--- config.mk ---
export PLATFORM = sky130hd
export DESIGN_NAME = lsu_mem_if
export DESIGN_NICKNAME = d
export VERILOG_FILES = /design/src/rtl/riscv_pkg.sv /design/src/rtl/load_align.sv /design/src/rtl/lsu_mem_if.sv
export SDC_FILE = /design/constraint.sdc
export NUM_CORES = 1
export LEC_CHECK = 0
export ABC_AREA = 1
export CORE_AREA = 2 2 111 113
export DETAILED_ROUTE_END_ITERATION = 10
export DIE_AREA = 0 0 113 115
export HOLD_SLACK_MARGIN = 0.12
export PLACE_DENSITY = 0.82
export SETUP_SLACK_MARGIN = 0.2
export SLEW_MARGIN = 20
export SYNTH_ARGS = -nofsm -noshare
export SYNTH_HDL_FRONTEND = slang
export SYNTH_SLANG_ARGS = --single-unit
--- constraint.sdc ---
create_clock -name clk_in -period 6.5 [get_ports clk_in]
set_input_delay 1.3 -clock clk_in [delete_from_list [all_inputs] [get_ports clk_in]]
set_output_delay 1.3 -clock clk_in [all_outputs]
set_load 0.005 [all_outputs]
--- src/rtl/riscv_pkg.sv ---
// Shared memory-access encodings and lane helpers used by the load/store path
// and by the writeback stage.
package riscv_pkg;

  localparam logic [1:0] SZ_BYTE = 2'b00;
  localparam logic [1:0] SZ_HALF = 2'b01;
  localparam logic [1:0] SZ_WORD = 2'b10;

  typedef enum logic {
    LSU_IDLE = 1'b0,
    LSU_WAIT = 1'b1
  } lsu_state_e;

  // Size code 2'b11 falls through to the word case everywhere.
  function automatic logic [3:0] byte_enables(input logic [1:0] size, input logic [1:0] off);
    case (size)
      SZ_BYTE: byte_enables = 4'b0001 << off;
      SZ_HALF: byte_enables = 4'b0011 << off;
      default: byte_enables = 4'b1111;
    endcase
  endfunction

  function automatic logic [31:0] store_lanes(input logic [1:0] size, input logic [31:0] data);
    case (size)
      SZ_BYTE: store_lanes = {4{data[7:0]}};
      SZ_HALF: store_lanes = {2{data[15:0]}};
      default: store_lanes = data;
    endcase
  endfunction

endpackage

--- src/rtl/load_align.sv ---
// Combinational extract-and-extend of a read word by byte offset, size and
// signedness.
module load_align
  import riscv_pkg::*;
(
  input  logic [31:0] rdata,
  input  logic [1:0]  off,
  input  logic [1:0]  size,
  input  logic        load_unsigned,
  output logic [31:0] data
);

  logic [7:0]  lane_byte;
  logic [15:0] lane_half;

  always_comb begin
    lane_byte = 8'(rdata >> {off, 3'b000});
    lane_half = off[1] ? rdata[31:16] : rdata[15:0];
    case (size)
      SZ_BYTE: data = {{24{~load_unsigned & lane_byte[7]}}, lane_byte};
      SZ_HALF: data = {{16{~load_unsigned & lane_half[15]}}, lane_half};
      default: data = rdata;
    endcase
  end

endmodule

--- src/rtl/lsu_mem_if.sv ---
// Load/store unit: accepts one decoded memory op at a time, runs the data-bus
// request/ready handshake and returns extended load data to writeback.
module lsu_mem_if
  import riscv_pkg::*;
#(
  parameter int TIMEOUT_CYCLES = 16,
  parameter int ADDR_W         = 32
) (
  input  logic              clk_in,
  input  logic              reset_in,
  input  logic              load_req_in,
  input  logic              mem_wr_req_in,
  input  logic [1:0]        load_size_in,
  input  logic              load_unsigned_in,
  input  logic              misaligned_in,
  input  logic              flush_in,
  input  logic [ADDR_W-1:0] addr_in,
  input  logic [31:0]       store_data_in,
  output logic              dmem_req_out,
  output logic              dmem_we_out,
  output logic [ADDR_W-1:0] dmem_addr_out,
  output logic [3:0]        dmem_be_out,
  output logic [31:0]       dmem_wdata_out,
  input  logic              dmem_ready_in,
  input  logic [31:0]       dmem_rdata_in,
  output logic              stall_out,
  output logic [31:0]       load_data_out,
  output logic              load_valid_out,
  output logic              bus_error_out
);

  // The counter only has to reach TIMEOUT_CYCLES-1: expiry is detected on the
  // last ready-less WAIT cycle rather than after a further increment.
  localparam int CNT_W = (TIMEOUT_CYCLES > 1) ? $clog2(TIMEOUT_CYCLES) : 1;
  localparam logic [CNT_W-1:0] CNT_LAST = CNT_W'((TIMEOUT_CYCLES > 0) ? TIMEOUT_CYCLES - 1 : 0);

  lsu_state_e       state;
  logic [CNT_W-1:0] wait_cnt;
  logic [1:0]       off_q;
  logic [1:0]       size_q;
  logic             unsigned_q;
  logic             accept;
  logic             timeout_hit;
  logic [31:0]      aligned_data;

  // Handshake: dmem_req_out/we/addr/be/wdata are driven from the accept edge
  // and held constant until the clock edge at which dmem_ready_in is sampled
  // high; that edge completes the access and dmem_req_out drops after it.
  // dmem_ready_in is ignored whenever no request is outstanding.
  assign accept      = (state == LSU_IDLE) & (load_req_in | mem_wr_req_in)
                     & ~misaligned_in & ~flush_in;
  assign stall_out   = ~reset_in & (accept | (state == LSU_WAIT));
  assign timeout_hit = (TIMEOUT_CYCLES != 0) && (wait_cnt == CNT_LAST);

  load_align u_load_align (
    .rdata         (dmem_rdata_in),
    .off           (off_q),
    .size          (size_q),
    .load_unsigned (unsigned_q),
    .data          (aligned_data)
  );

  always_ff @(posedge clk_in or posedge reset_in) begin
    if (reset_in) begin
      state          <= LSU_IDLE;
      wait_cnt       <= '0;
      off_q          <= 2'b00;
      size_q         <= 2'b00;
      unsigned_q     <= 1'b0;
      dmem_req_out   <= 1'b0;
      dmem_we_out    <= 1'b0;
      dmem_addr_out  <= '0;
      dmem_be_out    <= 4'b0000;
      dmem_wdata_out <= 32'h0;
      load_data_out  <= 32'h0;
      load_valid_out <= 1'b0;
      bus_error_out  <= 1'b0;
    end else begin
      load_valid_out <= 1'b0;
      bus_error_out  <= 1'b0;
      case (state)
        LSU_IDLE: begin
          if (accept) begin
            state          <= LSU_WAIT;
            wait_cnt       <= '0;
            off_q          <= addr_in[1:0];
            size_q         <= load_size_in;
            unsigned_q     <= load_unsigned_in;
            dmem_req_out   <= 1'b1;
            dmem_we_out    <= mem_wr_req_in;
            dmem_addr_out  <= {addr_in[ADDR_W-1:2], 2'b00};
            dmem_be_out    <= byte_enables(load_size_in, addr_in[1:0]);
            dmem_wdata_out <= mem_wr_req_in ? store_lanes(load_size_in, store_data_in) : 32'h0;
          end
        end
        LSU_WAIT: begin
          // Ready wins over a simultaneous timeout expiry.
          if (dmem_ready_in) begin
            state        <= LSU_IDLE;
            dmem_req_out <= 1'b0;
            if (!dmem_we_out) begin
              load_data_out  <= aligned_data;
              load_valid_out <= 1'b1;
            end
          end else if (timeout_hit) begin
            state         <= LSU_IDLE;
            dmem_req_out  <= 1'b0;
            bus_error_out <= 1'b1;
          end else begin
            wait_cnt <= wait_cnt + 1'b1;
          end
        end
        default: state <= LSU_IDLE;
      endcase
    end
  end

endmodule

After elaboration in Yosys (flattened, before gate mapping)
Cells that the tools add are included.
{"block": "totals", "register_bits": 112, "inputBits": 106, "out_inout_bits": 105, "wordCells": 67}
{"block": "op_classes", "add_sub_neg": 1, "eq_ne": 7, "shifts": 3, "n_mux": 23, "bitwise": 14, "reduce_logical": 6}
{"cell": "32-bit one-hot mux with 2 select lines", "count": 2}
{"cell": "32-bit two-way mux", "count": 1}
{"cell": "32-bit by 5-bit right shift with 8-bit output", "count": 1}
{"cell": "16-bit two-way mux", "count": 1}
{"cell": "4-bit one-hot mux with 2 select lines", "count": 2}
{"cell": "1-bit two-way mux", "count": 12}
{"cell": "4-bit two-way mux", "count": 3}
{"cell": "1-bit bitwise AND", "count": 6}
{"cell": "2-bit inequality test (second input constant)", "count": 3}
{"cell": "1-bit NOT", "count": 6}
{"cell": "3-bit AND reduction", "count": 2}
{"cell": "4-bit by 1-bit adder with 4-bit output (second input constant)", "count": 1}
{"cell": "2-bit by 1-bit == test with 1-bit output (second input constant)", "count": 2}
{"cell": "4-bit == test (second input constant)", "count": 1}
{"cell": "2-bit zero test", "count": 2}
{"cell": "1-bit one-hot mux with 2 select lines", "count": 2}
{"cell": "2-bit AND reduction", "count": 2}
{"cell": "1-bit by 2-bit << shifter with 4-bit output (first input constant)", "count": 1}
{"cell": "2-bit by 2-bit << shifter with 4-bit output (first input constant)", "count": 1}
{"cell": "3-bit by 2-bit inequality test with 1-bit output (second input constant)", "count": 1}
{"cell": "1-bit OR", "count": 2}

Depth between registers and ports, before layout
{"block": "depth", "depth_word": 6, "ltp_mapped": 10, "mapped_depth_nobuf": 9}

Modules after synthesis
A second synthesis with hierarchy kept.
{"block": "unflattened", "cells_unflattened": 724, "hier_area_um2": 5597.9}
{"module": "lsu_mem_if", "n_inst": 1, "cells_per_inst": 570, "area_each_um2": 4692.0, "seq_area_each_um2": 2802.7}
{"module": "load_align", "n_inst": 1, "cells_per_inst": 154, "area_each_um2": 905.9, "seq_area_each_um2": 0.0}

Worst setup path before layout
Ideal clock, no wire load.
{"block": "synth_path", "path_type": "input port to output port", "startpoint": "input mem_wr_req_in", "endpoint": "output stall_out", "arrival_ns": 2.063, "required_time_ns": 5.200, "setup_slack_ns": 3.137, "stages": 5, "path_buffers": 2, "cell_sequence": "or2_1 nand3_2 buf_4 buf_2 a21oi_1"}
{"block": "synth_between", "elab_chain_len": 6}
{"element": "start, declared", "line_no": "lsu_mem_if.sv:12", "source": "input logic mem_wr_req_in,"}
{"element": "1-bit OR", "line_no": "lsu_mem_if.sv:50", "source": "assign accept = (state == LSU_IDLE) & (load_req_in | mem_wr_req_in)"}
{"element": "1-bit bitwise AND", "line_no": "lsu_mem_if.sv:50"}
{"element": "1-bit bitwise AND (2 in a row)", "line_no": "lsu_mem_if.sv:51", "source": "& ~misaligned_in & ~flush_in;"}
{"element": "1-bit OR", "line_no": "lsu_mem_if.sv:52", "source": "assign stall_out = ~reset_in & (accept | (state == LSU_WAIT));"}
{"element": "1-bit bitwise AND", "line_no": "lsu_mem_if.sv:52"}
{"element": "end, declared", "line_no": "lsu_mem_if.sv:26", "source": "output logic stall_out,"}
No other way between the ends.

Final worst setup path
Same ends and word-level chain as after synthesis.

==> run_results.csv <==
group,metric,value,unit
timing,rsz0062_at_grt,"false",
critical_path,r2r_start,"state",
place,portBuffers,208,
timing,finalHoldViolCount,0,
cts,root_buffer,"clkbuf_16",
synth,synth_area,5192,um2
worst_hold_path,hp-class,"reg2reg",
pwr,p_leak,3.550,nW
detailed_routing,wl_per_cell,15.72,um
layout,syn_to_final_growth,46.43,%
cts,ctsHtreeMaxLevel,3,
synth,synth_cell_types,36,
timing,relSlewSlack,0.4013,
cts,cts_resized,0,
timing,setup-tns-final,0,ns
timing,setup-violations-final,0,
global_route,antenna_found_initial,0,
critical_path,cp_data_arrival_time,2.64,ns
die,design.core.area,11810,um2
layout,nets,926,
worst_hold_path,hp-start,"dmem_addr_out[2]",
cts,numCtsBuffers,9,
place,place_congestion,0.8452,
cts,clockBufferDepth,2,
die,die_w,113,um
pwr,p_total,2.418,mW
die,start_util,0.4396,
critical_path,crit_required,5.20,ns
critical_path,reg2regPathDepth,6,
die,die_area,13000,um2
die,num_rows,40,
cts,postCtsSetupBuffers,0,
run_status,status,"finished, violations left",
die,ios,211,
global_route,grt_max_degree,77,
critical_path,slowest_stage,"clkdlybuf4s50_1",
critical_path,reg2reg_to,"dmem_req_out",
layout,diodes,0,
detailed_routing,ant_nets,0,
global_route,grt_overflow,0,
run,cap_violations,0,
global_route,grt_pass1_wl,24450,um
timing,clock_skew,0.005157,ns
timing,fmax,254.0,MHz
critical_path,cpPeakStageDelay,0.52,ns
detailed_routing,drtIter0Drc,473,
detailed_routing,via_per_inst,5.226,
timing,fin_crit_sh,0.6057,
critical_path,crit_fanout,2,
layout,mostFrequentLayoutCell,"nand2_1",
detailed_routing,vias,5069,
detailed_routing,routed_wl,15250,um
cts,numClockSinks,112,
worst_hold_path,min_path_cells,2,
timing,fin_crit,3.937,ns
synth,ys_seq_area_frac,0.5398,
critical_path,cp_cell_sequence,"clkdlybuf4s50_1, or2_1, nand3_2, a21oi_1, clkdlybuf4s50_1",
critical_path,criticalPathCategory,"in2out",
timing,worstMarginPinSlew,0.8980,ns
run_status,violations,"design-rule violations",
detailed_routing,firstDrtPassIters,9,
critical_path,critPathCaptureType,"primary output",
cts,cts_tree,"built",
critical_path,cp_common_cell,"clkdlybuf4s50_1",
worst_hold_path,min_to,"dmem_addr_out[2]",
cts,path_clk_slew,0.07,ns
pwr,power_per_cell_area,318.1,nW/um2
layout,final_layout_size_suffix_gt1_frac,0.05346,
critical_path,cp-start-kind,"input port",
cts,hold_buffers,0,
synth,avgSynthCellArea,8.268,um2
global_route,track_usage,0.2350,
die,die_y,115,um
cts,clock_latency,0.34,ns
critical_path,rrSetupSlack,4.46,ns
timing,slew_viol_final,0,
place,hpwl,10970,um
synth,ys_warn_count,0,
layout,most-common-layout-cells,"233 x nand2_1, 208 x clkdlybuf4s50_1, 112 x dfrtp_1, 55 x o21ai_0, 48 x a21oi_1",
synth,synthCells,628,
pwr,ir_drop,153.3,uV
synth,ys_seq_elements,112,
layout,fin_util,0.6438,
detailed_routing,drc_errors,15,
global_route,grt_pass1_vias,4946,
## synth_stat cells
cell type,count,share of area
a21oi_1,48,0.046
a21oi_2,9,0.015
a21oi_4,1,0.0031
a22o_1,9,0.015
a2bb2oi_1,3,0.0051
buf_2,12,0.012
buf_4,7,0.010
buf_6,2,0.0043
bufinv_8,1,0.0034
clkbuf_1,12,0.0087
clkinv_4,1,0.0017
conb_1,1,0.00072
dfrtp_1,112,0.54
ha_1,1,0.0024
inv_1,36,0.026
inv_2,3,0.0022
inv_4,1,0.0012
nand2_1,233,0.17
nand2_2,3,0.0036
nand2_4,1,0.0022
nand2_8,1,0.0039
nand3_1,13,0.013
nand3_2,2,0.0039
nor2_1,47,0.034
nor2_2,1,0.0012
nor2_4,1,0.0022
nor2_8,1,0.0039
o211ai_1,1,0.0014
o21ai_0,55,0.053
o21ai_1,3,0.0029
o221ai_1,1,0.0017
o22a_1,1,0.0017
o22ai_1,2,0.0024
o31ai_1,1,0.0014
or2_1,1,0.0012
xor2_1,1,0.0017
## critical path, delay by kind of cell
kind                   cells  cell delay (ns)
AO/OA/AOI/OAI              1             0.13
buffers and inverters      2             1.00
AND/OR/NAND/NOR            2             0.19
## sequential cells by signal, indices dropped and copies added (netlist names), 2 cells and up
signal / flops
dmem_wdata_out: 32
load_data_out: 32
dmem_addr_out: 30
dmem_be_out: 4
wait_cnt: 4
off_q: 2
size_q: 2
## report_power, final
| part | leakage, nW | total [mW] | internal, mW | switching [mW] |
|---|---|---|---|---|
| registers | 1.39 | 1.02 | 0.891 | 0.134 |
| clock network | 0.139 | 0.549 | 0.307 | 0.241 |
| logic | 2.02 | 0.845 | 0.493 | 0.352 |
| total | 3.55 | 2.42 | 1.69 | 0.727 |
## worst max-delay path by stage
stage / startpoint / to / slack [ns]
floorplan: reset_in / bus_error_out / 2.24
global placement: mem_wr_req_in / stall_out / 2.58
detailed placement: mem_wr_req_in / stall_out / 2.57
CTS: mem_wr_req_in / stall_out / 2.56
global route: mem_wr_req_in / stall_out / 2.46
finish: mem_wr_req_in / stall_out / 2.56
## per-stage QoR
step	hold slack [ns]	instances	setup slack [ns]	instance area (um2)
floorplan	0.4701	629	2.241	5196
global placement	0.4618	955	2.583	7315
detailed placement	0.4689	955	2.574	7315
CTS	0.4908	970	2.561	7604
global route	0.5100	970	2.464	7604
finish	0.4846	970	2.563	7604
## final cells by class
class	instances	area, um2
Timing Repair Buffer	212	2112
Clock buffer	12	246.5
Clock inverter	3	42.54
Multi-Input combinational cell	442	2034
Inverter	42	181.4
Tap cell	147	183.9
Fill cell	1000	4208
Sequential cell	112	2803
## per-layer routing
layer  vias up  global-route usage  routed length [um]
met2       230              0.3912                7396
met5         -                   0                   0
met4         0             0.07561                 268
met3        25             0.06431                1336
met1      2434              0.3010                6251
li1       2380                   -                   -
## cell families (layout without fill, tap and decap cells)
group / Yosys count / in the layout / share of synthesized area
AND/OR/NAND/NOR: 304 / 304 / 0.2369
AO/OA/AOI/OAI: 134 / 134 / 0.1494
flip-flops: 112 / 112 / 0.5398
buffers and inverters: 75 / 269 / 0.06916
adder cells (fa/ha/maj): 1 / 1 / 0.002409
other: 1 / 2 / 0.0007222
XOR/XNOR: 1 / 1 / 0.001687
Note: power is estimated with default switching activity, not from simulation.
